## src/rtl/uart_rx_param.sv

```systemverilog
// uart_rx_param: oversampling UART receiver, 5-9 data bits, none/odd/even parity, 1-2 stop bits.
// Optional feature macro UART_RX_MAJORITY_EN: each bit is the 2-of-3 majority around the bit centre.
module uart_rx_param #(
    parameter int CLOCK_RATE = 12000000,
    parameter int BAUD_RATE  = 9600,
    parameter int OVERSAMPLE = 16,
    parameter int DATA_BITS  = 8,
    parameter int PARITY     = 0,
    parameter int STOP_BITS  = 1
) (
    input  logic                 clk,
    input  logic                 rstN,
    input  logic                 rxEn,
    input  logic                 rxIn,
    output logic                 rxBusy,
    output logic                 rxDone,
    output logic                 rxErr,
    output logic                 rxParityErr,
    output logic [DATA_BITS-1:0] rxOut
);

    localparam int BAUD_DIV = CLOCK_RATE / (BAUD_RATE * OVERSAMPLE);
    localparam int DIV_W    = (BAUD_DIV > 1) ? $clog2(BAUD_DIV) : 1;
    localparam int TICK_W   = $clog2(OVERSAMPLE);

    localparam logic [DIV_W-1:0]  DIV_LAST  = DIV_W'(BAUD_DIV - 1);
    localparam logic [DIV_W-1:0]  DIV_ONE   = DIV_W'(1);
    localparam logic [TICK_W-1:0] TICK_LAST = TICK_W'(OVERSAMPLE - 1);
    localparam logic [TICK_W-1:0] TICK_ONE  = TICK_W'(1);
`ifdef UART_RX_MAJORITY_EN
    localparam logic [TICK_W-1:0] SAMPLE_TICK = TICK_W'(OVERSAMPLE / 2);
`else
    localparam logic [TICK_W-1:0] SAMPLE_TICK = TICK_W'(OVERSAMPLE / 2 - 1);
`endif
    localparam logic [3:0] DATA_LAST  = 4'(DATA_BITS - 1);
    localparam logic [3:0] STOP_LAST  = 4'(STOP_BITS - 1);
    localparam bit         HAS_PARITY = (PARITY != 0);

    typedef enum logic [2:0] {
        ST_IDLE   = 3'd0,
        ST_START  = 3'd1,
        ST_DATA   = 3'd2,
        ST_PARITY = 3'd3,
        ST_STOP   = 3'd4
    } state_e;

    // Parity error for a received word and parity bit (odd: XOR must be 1, even: XOR must be 0).
    function automatic logic parity_err_f(input logic [DATA_BITS-1:0] data, input logic par_bit);
        logic x;
        x = (^data) ^ par_bit;
        return (PARITY == 1) ? ~x : x;
    endfunction

`ifdef UART_RX_MAJORITY_EN
    function automatic logic maj3_f(input logic a, input logic b, input logic c);
        return (a & b) | (a & c) | (b & c);
    endfunction
`endif

    state_e                state_q, state_d;
    logic [1:0]            sync_q, sync_d;
    logic                  armed_q, armed_d;
    logic [DIV_W-1:0]      div_q, div_d;
    logic [TICK_W-1:0]     tick_cnt_q, tick_cnt_d;
    logic [3:0]            bit_cnt_q, bit_cnt_d;
    logic [DATA_BITS-1:0]  shift_q, shift_d;
    logic                  frm_err_q, frm_err_d;
    logic                  par_err_q, par_err_d;
    logic                  busy_q, busy_d;
    logic                  done_q, done_d;
    logic                  err_q, err_d;
    logic                  perr_q, perr_d;
    logic [DATA_BITS-1:0]  out_q, out_d;
`ifdef UART_RX_MAJORITY_EN
    logic [1:0]            maj_q, maj_d;
`endif

    logic rx_sync_s;
    logic tick_s;
    logic sample_s;
    logic bit_end_s;
    logic bit_val_s;
    logic start_s;

    assign rx_sync_s = sync_q[1];
    assign tick_s    = (div_q == DIV_LAST);
    assign sample_s  = tick_s && (tick_cnt_q == SAMPLE_TICK);
    assign bit_end_s = tick_s && (tick_cnt_q == TICK_LAST);
    // armed_q holds last cycle's line level in IDLE, so this is a qualified 1->0 edge.
    assign start_s   = (state_q == ST_IDLE) && armed_q && !rx_sync_s && rxEn;

`ifdef UART_RX_MAJORITY_EN
    assign bit_val_s = maj3_f(maj_q[1], maj_q[0], rx_sync_s);
`else
    assign bit_val_s = rx_sync_s;
`endif

    // Next-state logic for the tick generator, frame FSM and output registers.
    always_comb begin
        sync_d     = {sync_q[0], rxIn};
        state_d    = state_q;
        armed_d    = armed_q;
        bit_cnt_d  = bit_cnt_q;
        shift_d    = shift_q;
        frm_err_d  = frm_err_q;
        par_err_d  = par_err_q;
        busy_d     = busy_q;
        done_d     = 1'b0;
        err_d      = 1'b0;
        perr_d     = 1'b0;
        out_d      = out_q;
`ifdef UART_RX_MAJORITY_EN
        maj_d      = tick_s ? {maj_q[0], rx_sync_s} : maj_q;
`endif
        if (tick_s) begin
            div_d      = '0;
            tick_cnt_d = (tick_cnt_q == TICK_LAST) ? '0 : tick_cnt_q + TICK_ONE;
        end else begin
            div_d      = div_q + DIV_ONE;
            tick_cnt_d = tick_cnt_q;
        end

        case (state_q)
            ST_IDLE: begin
                busy_d = 1'b0;
                if (start_s) begin
                    state_d    = ST_START;
                    busy_d     = 1'b1;
                    armed_d    = 1'b0;
                    div_d      = '0;
                    tick_cnt_d = '0;
                    bit_cnt_d  = 4'd0;
                    frm_err_d  = 1'b0;
                    par_err_d  = 1'b0;
                end else begin
                    armed_d = rx_sync_s;
                end
            end
            ST_START: begin
                if (sample_s && bit_val_s) begin
                    state_d = ST_IDLE;
                    busy_d  = 1'b0;
                end else if (bit_end_s) begin
                    state_d = ST_DATA;
                end else begin
                    state_d = ST_START;
                end
            end
            ST_DATA: begin
                if (sample_s) begin
                    shift_d = {bit_val_s, shift_q[DATA_BITS-1:1]};
                end else begin
                    shift_d = shift_q;
                end
                if (bit_end_s) begin
                    if (bit_cnt_q == DATA_LAST) begin
                        bit_cnt_d = 4'd0;
                        state_d   = HAS_PARITY ? ST_PARITY : ST_STOP;
                    end else begin
                        bit_cnt_d = bit_cnt_q + 4'd1;
                    end
                end else begin
                    bit_cnt_d = bit_cnt_q;
                end
            end
            ST_PARITY: begin
                if (sample_s) begin
                    par_err_d = parity_err_f(shift_q, bit_val_s);
                end else begin
                    par_err_d = par_err_q;
                end
                if (bit_end_s) begin
                    state_d = ST_STOP;
                end else begin
                    state_d = ST_PARITY;
                end
            end
            ST_STOP: begin
                if (sample_s) begin
                    frm_err_d = frm_err_q | ~bit_val_s;
                    // Completion is at the last stop sample; the rest of that bit is ignored.
                    if (bit_cnt_q == STOP_LAST) begin
                        state_d = ST_IDLE;
                        busy_d  = 1'b0;
                        armed_d = 1'b0;
                        done_d  = 1'b1;
                        err_d   = frm_err_q | ~bit_val_s;
                        perr_d  = par_err_q;
                        out_d   = shift_q;
                    end else begin
                        state_d = ST_STOP;
                    end
                end else if (bit_end_s) begin
                    bit_cnt_d = bit_cnt_q + 4'd1;
                end else begin
                    state_d = ST_STOP;
                end
            end
            default: begin
                state_d = ST_IDLE;
                busy_d  = 1'b0;
                armed_d = 1'b0;
            end
        endcase

        // Disabling the receiver drops any frame in flight without reporting it.
        if (!rxEn && (state_q != ST_IDLE)) begin
            state_d = ST_IDLE;
            busy_d  = 1'b0;
            armed_d = 1'b0;
            done_d  = 1'b0;
            err_d   = 1'b0;
            perr_d  = 1'b0;
            out_d   = out_q;
        end else begin
            out_d   = out_d;
        end
    end

    // State and output registers; the synchronizer resets to the idle-high line level.
    always_ff @(posedge clk or negedge rstN) begin
        if (!rstN) begin
            sync_q     <= 2'b11;
            state_q    <= ST_IDLE;
            armed_q    <= 1'b0;
            div_q      <= '0;
            tick_cnt_q <= '0;
            bit_cnt_q  <= 4'd0;
            shift_q    <= '0;
            frm_err_q  <= 1'b0;
            par_err_q  <= 1'b0;
            busy_q     <= 1'b0;
            done_q     <= 1'b0;
            err_q      <= 1'b0;
            perr_q     <= 1'b0;
            out_q      <= '0;
`ifdef UART_RX_MAJORITY_EN
            maj_q      <= 2'b11;
`endif
        end else begin
            sync_q     <= sync_d;
            state_q    <= state_d;
            armed_q    <= armed_d;
            div_q      <= div_d;
            tick_cnt_q <= tick_cnt_d;
            bit_cnt_q  <= bit_cnt_d;
            shift_q    <= shift_d;
            frm_err_q  <= frm_err_d;
            par_err_q  <= par_err_d;
            busy_q     <= busy_d;
            done_q     <= done_d;
            err_q      <= err_d;
            perr_q     <= perr_d;
            out_q      <= out_d;
`ifdef UART_RX_MAJORITY_EN
            maj_q      <= maj_d;
`endif
        end
    end

    assign rxBusy      = busy_q;
    assign rxDone      = done_q;
    assign rxErr       = err_q;
    assign rxParityErr = perr_q;
    assign rxOut       = out_q;

endmodule

```

## config.mk

```make
export PLATFORM = sky130hd
export DESIGN_NAME = uart_rx_param
export DESIGN_NICKNAME = d
export VERILOG_FILES = /design/src/rtl/uart_rx_param.sv
export SDC_FILE = /design/constraint.sdc
export NUM_CORES = 1
export LEC_CHECK = 0
export BUFFER_PORTS_ARGS = -buffer_cell sky130_fd_sc_hd__buf_2
export CORE_ASPECT_RATIO = 1.2
export CORE_MARGIN = 2
export CORE_UTILIZATION = 55
export DETAILED_ROUTE_END_ITERATION = 8
export PLACE_DENSITY = 0.74
export SKIP_CTS_REPAIR_TIMING = 1
export SLEW_MARGIN = 20
export SYNTH_ARGS = -nofsm -noshare
export SYNTH_HDL_FRONTEND = slang
export SYNTH_SLANG_ARGS = --single-unit
```

## constraint.sdc

```tcl
create_clock -name clk -period 3.6 [get_ports clk]
set_input_delay 0.54 -clock clk [delete_from_list [all_inputs] [get_ports clk]]
set_output_delay 0.54 -clock clk [all_outputs]
set_load 0.03 [all_outputs]
```

==> out/summary.log <==
qor: hold_path.whs_path_depth 1
qor: worst_setup_path.critical_path_class reg -> reg
qor: timing.slew_viol_final 0
qor: logic_synthesis.avgSynthCellArea 11.0 um^2
qor: worst_setup_path.worst_setup_end_kind flip-flop
qor: routing.drt_pass1_iterations 4
qor: power.vdd_ir_drop_max 387 uV
qor: worst_setup_path.cells_traversed_along_the_worst_timing_path inv_1, ha_1, nor3b_1, nand3_1, nor2_1, mux2_2
qor: global_route.gr-usage-met1 0.257
qor: die.core.rowCount 24
qor: timing.fin_tns_setup 0 ns
qor: logic_synthesis.synth.net_count 201
qor: power.power.density 442 nW/um^2
qor: placement.gp_routability_congestion 0.855
qor: logic_synthesis.post_synth_arst_share 1.00
qor: die.dieArea 4360 um^2
qor: timing.transition_time_at_the_pin_with_the_least_slew_margin 0.907 ns
qor: logic_synthesis.post_synth_instance_area 2110 um^2
qor: logic_synthesis.yosysSeqAreaShare 0.510
qor: die.design.core.area 3660 um^2
qor: power.pwr-share-comb 0.111
qor: routing.wire_per_inst 14.5 um
qor: run.max_cap_violations 0
qor: final_layout.final_core_utilization 0.634
qor: die.initial_core_util 0.577
qor: final_layout.mostFrequentLayoutCells dfrtp_1, nand2_1, nor2_1
qor: timing.slew-limit-headroom 0.395
qor: routing.viasPerCell 5.57
qor: worst_setup_path.critical_path_peak_fanout 11
qor: cts.clockBufferDepth 2
qor: worst_setup_path.r2r_cells 6
qor: worst_setup_path.required 3.78 ns
qor: power.pint 0.000774 W
qor: worst_setup_path.worstPathArrival 2.47 ns
qor: routing.drt_first_iter_violations 56
qor: timing.timing_hold_violations_final 0
qor: final_layout.final_net_count 217
qor: cts.cts_made_buffers 5
qor: routing.routed_wl 3790 um
qor: global_route.initial_antenna_violation_count 0
qor: logic_synthesis.synth.ff_latch_count 43
qor: placement.io_buffers 15
qor: routing.drc_errors 0
qor: routing.dr_total_vias 1455
qor: global_route.globalRoute.totalOverflow 0
qor: cts.clkTransAtPathRegs 0.08 ns
qor: timing.fmax 437 MHz
qor: global_route.largest_net_degree_at_the_start_of_global_routing 44
qor: worst_setup_path.startpoint_type flip-flop
qor: routing.antenna_left 0
qor: cts.cts_num_sinks 43
qor: global_route.first_pass_grt_wire_length 6440 um
qor: die.die_height 71.9 um
qor: global_route.global_route_track_usage_on_met2 0.320
qor: cts.htreeDepth 2
qor: cts.clk_latency 0.29 ns
qor: final_layout.mostFrequentLayoutCell dfrtp_1
qor: power.design_power_total 0.00103 W
qor: power.power.net_switching 0.000253 W
qor: global_route.grtUsageMet3 0.0606
qor: outcome.run_status finished, final reports clean
qor: final_layout.fill_cells 311
qor: timing.post-route-period-util 0.636
qor: global_route.grt_pass1_vias 1438
qor: power.power.switching_fraction 0.246
qor: timing.grt_setup_unrepaired false
qor: die.io-pin-count 16
qor: global_route.grtUsageTotal 0.199
qor: power.total_leakage_power 1.11 nW
qor: final_layout.areaGrowthSynthToFinish 9.83%
qor: placement.dp.final_hpwl 2700 um
qor: logic_synthesis.synth_cell_type_count 49
qor: logic_synthesis.postSynthCellCount 192
qor: die.die_width 60.6 um
qor: worst_setup_path.cpPeakStageDelay 0.66 ns
qor: timing.setup_viol 0
qor: timing.finalClockSkew 0.00822 ns
qor: power.clock_power_share 0.353
qor: logic_synthesis.synth_warnings 0
qor: final_layout.layout-drive-gt1-share 0.254
qor: cts.cts.root.buffer_cell clkbuf_8
qor: logic_synthesis.synth_edf_count 0
qor: final_layout.layoutNonFillerInstCount 261
qor: final_layout.antenna-diode-count 0
qor: timing.worst_hold_margin 0.343 ns
qor: cts.tritoncts built
qor: placement.dp.cells 253
qor: global_route.top_usage_layer met2
qor: power.share_seq_of_total_power 0.536
qor: hold_path.hold_path_class in -> reg
qor: worst_setup_path.timing.critical_path.slowest_stage_cell nor2_1
qor: timing.fin_crit 2.29 ns
qor: logic_synthesis.ys.flop_type dfrtp_1
[power groups by stage]
stage / clock [W] / combinational [W] / sequential, W
CTS: 0.000376 / 0.000117 / 0.000550
finish: 0.000362 / 0.000114 / 0.000550
detailed placement: 0 / 0.000116 / 0.000559
floorplan: 0 / 0.0000865 / 0.000551
global placement: 0 / 0.000108 / 0.000556
global route: 0.000403 / 0.000133 / 0.000557
[kinds of logic (layout without fill, tap and decap cells)]
group                    count (synthesis)  in the layout  synth area share
XOR/XNOR                                14             14            0.0580
flip-flops                              43             43             0.510
multiplexers                            16             16            0.0853
AO/OA/AOI/OAI                           35             35             0.114
buffers and inverters                   12             29            0.0308
adder cells (fa/ha/maj)                  5              5            0.0296
AND/OR/NAND/NOR                         67             67             0.172
[cell type report]
type	count	area, um^2	area share
Clock inverter	2	37.5	0.0162
Multi-Input combinational cell	137	970	0.418
Clock buffer	6	72.6	0.0313
Sequential cell	43	1080	0.465
Inverter	6	22.5	0.00970
Tap cell	52	65.1	0.0280
Timing Repair Buffer	15	75.1	0.0323
[critical path, delay by kind of cell, from the launching register on]
kind / cells / cell delay (ns)
muxes: 1 / 0.41
buffers and inverters: 1 / 0.09
DFF: 1 / 0.40
and+or+nand+nor: 3 / 1.13
adders and majority gates: 1 / 0.14
[per-layer routing]
| metal | part of all wire | up-vias | wire [um] |
|---|---|---|---|
| li1 | - | 704 | - |
| met1 | 0.43 | 701 | 1640 |
| met2 | 0.51 | 44 | 1930 |
| met3 | 0.046 | 6 | 176 |
| met4 | 0.012 | 0 | 46 |
| met5 | 0 | - | 0 |
[synth_stat cells (2+ instances only)]
cell type  count  share of area
o21ai_0        6          0.014
clkbuf_1       2         0.0036
nor2b_1        4          0.012
nor2_1        17          0.030
a21oi_1       12          0.028
nand2_1       18          0.032
buf_6          2          0.011
o31ai_1        2         0.0071
nand3b_1       4          0.014
mux2_2        16          0.085
and3_1         2         0.0059
nor3_1         2         0.0047
inv_1          6          0.011
dfstp_2        2          0.025
xnor2_1        9          0.037
and2_1         2         0.0059
nand4_1        2         0.0059
ha_1           5          0.030
xor2_1         5          0.021
nand3_1        5          0.012
dfrtp_1       41           0.49
[flip-flops by register name, summed over array words and instances, names as in the netlist]
| signal | count |
|---|---|
| armed_q | 1 |
| bit_cnt_q | 4 |
| div_q | 7 |
| frm_err_q | 1 |
| par_err_q | 1 |
| rxBusy | 1 |
| rxDone | 1 |
| rxErr | 1 |
| rxOut | 8 |
| rxParityErr | 1 |
| shift_q | 8 |
| state_q | 3 |
| sync_q | 2 |
| tick_cnt_q | 4 |
[metrics by stage]
stage	setup WS, ns	cell area, um^2
4_1_cts	1.28	2320
3_3_place_gp	1.41	2210
3_5_place_dp	1.30	2210
6_report	1.31	2320
2_1_floorplan	1.70	2110
5_1_grt	1.10	2320
[final timing paths]
path,startpoint,endpoint,slack [ns]
max reg2reg,bit_cnt_q[0],rxOut[6],1.31
max,bit_cnt_q[0],rxOut[6],1.31
min,rxIn,sync_q[0],0.34
min reg2reg,sync_q[0],sync_q[1],0.36
max in group asynchronous,rstN,tick_cnt_q[0],2.66
min in group asynchronous,rstN,tick_cnt_q[3],0.37
No activity file was read; power rests on OpenSTA's default activity.
